<file path="config.mk">
export PLATFORM = sky130hd
export DESIGN_NAME = sel_mux_pipe
export DESIGN_NICKNAME = d
export VERILOG_FILES = /design/src/rtl/sel_mux_pipe_pkg.sv /design/src/rtl/skid_buf2.sv /design/src/rtl/sel_mux_pipe.sv
export SDC_FILE = /design/constraint.sdc
export NUM_CORES = 1
export LEC_CHECK = 0
export ABC_AREA = 1
export BUFFER_PORTS_ARGS = -buffer_cell sky130_fd_sc_hd__clkbuf_2
export CORE_MARGIN = 8
export CORE_UTILIZATION = 55
export CTS_BUF_LIST = sky130_fd_sc_hd__clkbuf_4 sky130_fd_sc_hd__clkbuf_8
export DETAILED_ROUTE_END_ITERATION = 8
export PLACE_DENSITY = 0.87
export SLEW_MARGIN = 0
export SYNTH_ARGS = -nofsm -noshare
export SYNTH_HDL_FRONTEND = slang
export SYNTH_HIERARCHICAL = 1
export SYNTH_SLANG_ARGS = --single-unit
export TNS_END_PERCENT = 1
</file>
<file path="constraint.sdc">
create_clock -name clk -period 2.37 [get_ports clk]
set_clock_uncertainty 0.2 [all_clocks]
set_input_delay 0.1185 -clock clk [delete_from_list [all_inputs] [get_ports clk]]
set_output_delay 0.1185 -clock clk [all_outputs]
set_load 0.05 [all_outputs]
</file>
<file path="src/rtl/sel_mux_pipe_pkg.sv">
// Shared constants and helpers for the selector pipeline.
//   WIDTH_DEF / NUM_IN_DEF / CNT_W_DEF : default datapath geometry
//   buf_state_e                        : occupancy of the 2-entry output buffer
//   sel_w()                            : select width for a given channel count
package sel_mux_pipe_pkg;

  localparam int unsigned WIDTH_DEF  = 5;
  localparam int unsigned NUM_IN_DEF = 2;
  localparam int unsigned CNT_W_DEF  = 8;

  typedef enum logic [1:0] {
    BUF_EMPTY = 2'd0,
    BUF_ONE   = 2'd1,
    BUF_FULL  = 2'd2
  } buf_state_e;

  // At least one select bit, even for a two-channel mux.
  function automatic int unsigned sel_w(input int unsigned n);
    return (n <= 2) ? 1 : $clog2(n);
  endfunction

endpackage

</file>
<file path="src/rtl/skid_buf2.sv">
// Two-entry FIFO with registered head; in_ready depends only on occupancy.
//   clk, rst_n              : clock, async active-low reset
//   in_valid/in_ready       : upstream handshake, in_payload
//   out_valid/out_ready     : downstream handshake, out_payload = head entry
module skid_buf2
  import sel_mux_pipe_pkg::*;
#(
  parameter int unsigned PW = 8
) (
  input  logic          clk,
  input  logic          rst_n,
  input  logic          in_valid,
  output logic          in_ready,
  input  logic [PW-1:0] in_payload,
  output logic          out_valid,
  input  logic          out_ready,
  output logic [PW-1:0] out_payload
);

  buf_state_e    state_q, state_d;
  logic [PW-1:0] head_q, head_d;
  logic [PW-1:0] tail_q, tail_d;
  logic          valid_q, valid_d;
  logic          push_c, pop_c;

  // Gated by rst_n so nothing is accepted while reset is held.
  assign in_ready = rst_n && (state_q != BUF_FULL);
  assign push_c   = in_valid && in_ready;
  assign pop_c    = valid_q && out_ready;

  // Occupancy transitions; head keeps its value when the buffer drains.
  always_comb begin
    state_d = state_q;
    head_d  = head_q;
    tail_d  = tail_q;
    case (state_q)
      BUF_EMPTY: begin
        if (push_c) begin
          head_d  = in_payload;
          state_d = BUF_ONE;
        end
      end
      BUF_ONE: begin
        if (push_c && !pop_c) begin
          tail_d  = in_payload;
          state_d = BUF_FULL;
        end else if (pop_c && !push_c) begin
          state_d = BUF_EMPTY;
        end else if (push_c && pop_c) begin
          head_d  = in_payload;
        end
      end
      BUF_FULL: begin
        if (pop_c) begin
          head_d  = tail_q;
          state_d = BUF_ONE;
        end
      end
      default: state_d = BUF_EMPTY;
    endcase
    valid_d = (state_d != BUF_EMPTY);
  end

  // State registers.
  always_ff @(posedge clk or negedge rst_n) begin
    if (!rst_n) begin
      state_q <= BUF_EMPTY;
      head_q  <= '0;
      tail_q  <= '0;
      valid_q <= 1'b0;
    end else begin
      state_q <= state_d;
      head_q  <= head_d;
      tail_q  <= tail_d;
      valid_q <= valid_d;
    end
  end

  assign out_valid   = valid_q;
  assign out_payload = head_q;

endmodule

</file>
<file path="src/rtl/sel_mux_pipe.sv">
// N-way selector feeding a 2-entry output buffer, with out-of-range tagging
// and a saturating error counter.
//   in_data/in_sel/in_valid/in_ready : upstream transfer (channel k at [k*WIDTH +: WIDTH])
//   out_data/out_sel/out_err         : head entry, qualified by out_valid/out_ready
//   clr_err/err_count                : synchronous clear / count of bad selects
module sel_mux_pipe
  import sel_mux_pipe_pkg::*;
#(
  parameter  int unsigned WIDTH  = WIDTH_DEF,
  parameter  int unsigned NUM_IN = NUM_IN_DEF,
  parameter  int unsigned CNT_W  = CNT_W_DEF,
  localparam int unsigned SEL_W  = sel_w(NUM_IN)
) (
  input  logic                    clk,
  input  logic                    rst_n,
  input  logic [NUM_IN*WIDTH-1:0] in_data,
  input  logic [SEL_W-1:0]        in_sel,
  input  logic                    in_valid,
  output logic                    in_ready,
  output logic [WIDTH-1:0]        out_data,
  output logic [SEL_W-1:0]        out_sel,
  output logic                    out_err,
  output logic                    out_valid,
  input  logic                    out_ready,
  input  logic                    clr_err,
  output logic [CNT_W-1:0]        err_count
);

  localparam int unsigned PW = WIDTH + SEL_W + 1;

  logic [WIDTH-1:0] word_c;
  logic             err_c;
  logic             push_c;
  logic [PW-1:0]    in_payload_c;
  logic [PW-1:0]    out_payload_c;
  logic [CNT_W-1:0] cnt_q, cnt_d;

  // Channel select; an out-of-range select yields a zero word.
  always_comb begin
    word_c = '0;
    for (int k = 0; k < NUM_IN; k++) begin
      if (in_sel == SEL_W'(k)) word_c = in_data[k*WIDTH +: WIDTH];
    end
  end

  assign err_c        = (32'(in_sel) >= NUM_IN);
  assign in_payload_c = {word_c, in_sel, err_c};
  assign push_c       = in_valid && in_ready;

  skid_buf2 #(
    .PW(PW)
  ) u_buf (
    .clk        (clk),
    .rst_n      (rst_n),
    .in_valid   (in_valid),
    .in_ready   (in_ready),
    .in_payload (in_payload_c),
    .out_valid  (out_valid),
    .out_ready  (out_ready),
    .out_payload(out_payload_c)
  );

  assign out_data = out_payload_c[PW-1 -: WIDTH];
  assign out_sel  = out_payload_c[1 +: SEL_W];
  assign out_err  = out_payload_c[0];

  // Saturating error counter; clear takes priority over increment.
  always_comb begin
    cnt_d = cnt_q;
    if (clr_err) begin
      cnt_d = '0;
    end else if (push_c && err_c && (cnt_q != {CNT_W{1'b1}})) begin
      cnt_d = cnt_q + CNT_W'(1);
    end
  end

  always_ff @(posedge clk or negedge rst_n) begin
    if (!rst_n) cnt_q <= '0;
    else        cnt_q <= cnt_d;
  end

  assign err_count = cnt_q;

endmodule

</file>
==> results.md <==
| Result | Reported |
|:---|:---|
| WP data required | 2.05 ns |
| Placed Instances | 173 |
| CTS root buffer | sky130_fd_sc_hd__clkbuf_4 |
| Count of standard-cell rows | 15 |
| Post-route cell area | 1240 um2 |
| Total vias in the final route | 894 |
| Multiplexer share of the synthesized area | 0 |
| Most common cell in the synthesized netlist | sky130_fd_sc_hd__nand2_1 |
| Detailed router's first-iteration violation count | 30 |
| Share of the yosys chip area belonging to registers | 0.436 |
| Clock tree from TritonCTS | yes |
| Leakage power figure | 0.737 nW |
| Share of final-layout standard cells stronger than drive strength 1 | 0.233 |
| Worst skew pair latency | 0.29 ns |
| Power per Cell Area | 1170 nW/um2 |
| Most common flop cell mapped by yosys | sky130_fd_sc_hd__dfrtp_1 |
| Gr usage total | 0.140 |
| Hold WS | 0.0192 ns |
| Total Power | 1.45 mW |
| Placed Instance Area | 1090 um2 |
| CP max stage delay | 0.52 ns |
| Source of the critical timing path | rst_n |
| Ranking of synthesized cells by instance count | sky130_fd_sc_hd__nand2_1 (71), sky130_fd_sc_hd__dfrtp_1 (17), sky130_fd_sc_hd__nand3_1 (9), sky130_fd_sc_hd__buf_4 (8), sky130_fd_sc_hd__o21ai_0 (7) |
| Antenna Diode Count | 0 |
| Setup crit start kind | input pin |
| Final weighted congestion in routability-driven placement | 0.785 |
| Combinational family with the most area after synthesis | simple AND/OR/NAND/NOR gates |
| Register-to-Register Setup Slack | 0.92 ns |
| Area share of xor/xnor cells in the synthesized design | 0 |
| Number of inserted filler cells in the final layout | 137 |
| Total DRC errors in the routed layout | 0 |
| Critical path capture point type | output pin |
| Slowest CP cell | sky130_fd_sc_hd__dlygate4sd3_1 |
| Max Cap Viol | 0 |
| Part of the cycle the worst path needs | 0.796 |
| VDD IR-drop max | 599 uV |
| Number of vias per cell after detailed routing | 4.73 |
| Global-route wire length before repair | 3750 um |
| Hold Crit Class | input pin to async pin |
| Syn avg cell area | 7.45 um2 |
| Largest driver fanout on the critical path | 11 |
| Worst path buffer plus inverter count | 5 |
| Largest net degree at the start of global routing | 12 |
| Simple logic cell fraction of the synthesized area | 0.436 |
| Synthesized flop and latch total | 17 |
| IO buf count | 23 |
| Core footprint | 1690 um2 |
| Number of global-route vias before repair | 880 |
| Number of nets in the layout | 189 |
| Final max-slew violation count | 0 |
| Area share of the leading cell type in the synthesized netlist | 0.436 |
| Leading cell types by total area after synthesis | sky130_fd_sc_hd__dfrtp_1 (44%), sky130_fd_sc_hd__nand2_1 (27%), sky130_fd_sc_hd__buf_4 (6.2%), sky130_fd_sc_hd__nand3_1 (4.6%), sky130_fd_sc_hd__o21ai_0 (3.6%) |
| Final critical path time including I/O delays and setup | 1.89 ns |
| Critical setup path kind | input pin to output pin |
| Synthesis warning total | 6 |
| Number of flops mapped to enable cells by yosys | 0 |
| Cell count after synthesis | 131 |
| Leading area contributor after synthesis | sky130_fd_sc_hd__dfrtp_1 |
| Worst slack at placement | 0.938 ns |
| Sum of negative setup slack | 0 ns |
| Initial antenna violation count | 0 |
| Number of clock buffers inserted by TritonCTS | 3 |
| Detail Route Antenna Nets | 0 |
| Adder and majority cell fraction of the synthesized area | 0 |
| Complex-gate fraction of the synthesized area | 0.0359 |
| HPWL Detailed | 1630 um |
| Family with the most delay on the worst path | buffers and inverters |
| Worst path arrival time | 1.57 ns |
| Post-synthesis cell type count | 15 |
| Maximum count of clock buffers along a single path | 2 |
| Most common cell on crit path | sky130_fd_sc_hd__clkbuf_2 |
| Final cell utilization of the core | 0.736 |
| Status | completed |
| Starting utilization of the core area | 0.578 |
| Number of endpoints with negative hold slack in the final report | 0 |
| GRT overflow | 0 |
| Highest achievable clock rate | 530 MHz |
| Routed length per placed instance | 11.4 um |
| CTS H-tree lvls | 1 |
| Detailed Routing Iterations Pass 1 | 4 |
| Full die area | 3380 um2 |
| Reg2reg path depth | 7 |
| I/O pins | 33 |
| Final standard cell count with taps included and fillers excluded | 189 |
| Capture instance of the worst register-to-register path | u_buf/out_payload[1]$_DFFE_PN0P_ |
| Post-synthesis async set-or-reset flop share | 1.00 |
| Width of the chip | 58.1 um |
| Total wire length after detailed routing | 2160 um |
| Die Y | 58.1 um |
| Clock-pin slew reported for the worst setup and hold paths after clock tree synthesis | 0.09 ns |
| Cells along the critical path | dlygate4sd3_1 -> clkbuf_2 -> buf_4 -> inv_1 -> nor2_1 -> clkbuf_2 |
| Clock Sinks | 17 |
| Crit Reg-Reg Startpoint | u_buf/state_q[0]$_DFF_PN0_ |
| Area delta synth->final | 27.4% |
| Final worst setup slack | 0.483 ns |
| Final count of negative-setup-slack endpoints | 0 |
| Setup repair after global routing missed its margin | false |
| Combined area of all synthesized cells | 976 um2 |
==> how the worst max path moves through the flow <==
stage | cells after the start | end | slack [ns]
floorplan | 3 | in_ready | 0.76
global placement | 7 | u_buf/out_payload[6]$_DFFE_PN0P_ | 0.97
detailed placement | 7 | u_buf/out_payload[5]$_DFFE_PN0P_ | 0.94
CTS | 6 | in_ready | 0.45
global route | 6 | in_ready | 0.35
finish | 6 | in_ready | 0.48
==> metal layers <==
| layer | up-vias | GRT usage | part of all wire |
|---|---|---|---|
| met1 | 375 | 0.150 | 0.40 |
| li1 | 470 | - | - |
| met5 | - | 0 | 0 |
| met2 | 43 | 0.236 | 0.48 |
| met4 | 0 | 0.0909 | 0.027 |
| met3 | 6 | 0.0375 | 0.087 |
==> sequential cells by signal, indices dropped and copies added, names as in the netlist <==
register and flops:
u_buf/out_payload 7, u_buf/out_valid 1, u_buf/state_q 2, u_buf/tail_q 7
==> final cells by class <==
class | instances | area, um2 | share of cell area
Multi-Input combinational cell | 108 | 498 | 0.400
Sequential cell | 17 | 425 | 0.342
Timing Repair Buffer | 36 | 243 | 0.195
Clock buffer | 4 | 30.0 | 0.0241
Inverter | 7 | 26.3 | 0.0211
Tap cell | 17 | 21.3 | 0.0171
==> repair_timing <==
item	in CTS	in global routing
resized for setup	0	0
hold buffers	12	0
endpoints found under the hold margin	23	0
buffers inserted	0	0
==> cells in the final DEF, fill, tap and decap left out <==
| cell type | count |
|---|---|
| sky130_fd_sc_hd__inv_1 | 4 |
| sky130_fd_sc_hd__nand2_4 | 3 |
| sky130_fd_sc_hd__inv_2 | 3 |
| sky130_fd_sc_hd__o21ai_0 | 7 |
| sky130_fd_sc_hd__nor2_4 | 2 |
| sky130_fd_sc_hd__nand2_1 | 71 |
| sky130_fd_sc_hd__nand3_1 | 9 |
| sky130_fd_sc_hd__dlygate4sd3_1 | 12 |
| sky130_fd_sc_hd__clkbuf_2 | 23 |
| sky130_fd_sc_hd__nand3_4 | 1 |
| sky130_fd_sc_hd__dfrtp_1 | 17 |
| sky130_fd_sc_hd__buf_4 | 1 |
| sky130_fd_sc_hd__nor2_1 | 2 |
| sky130_fd_sc_hd__conb_1 | 10 |
| sky130_fd_sc_hd__nand2_2 | 1 |
| sky130_fd_sc_hd__nand2_8 | 1 |
| sky130_fd_sc_hd__nor2_2 | 1 |
| sky130_fd_sc_hd__clkbuf_4 | 4 |
==> power breakdown <==
| group | leakage (nW) | switching (mW) | internal (mW) |
|---|---|---|---|
| Sequential | 0.213 | 0.0800 | 0.426 |
| Combinational | 0.505 | 0.582 | 0.200 |
| Clock | 0.0184 | 0.0865 | 0.0769 |
==> cells by family (layout without fill, tap and decap cells) <==
| group | Yosys count | count (layout) |
|---|---|---|
| compound gates | 7 | 7 |
| buf+inv | 15 | 47 |
| flops | 17 | 17 |
| other cells | 1 | 10 |
| simple gates | 91 | 91 |
Power figures use the tool's default switching activity.
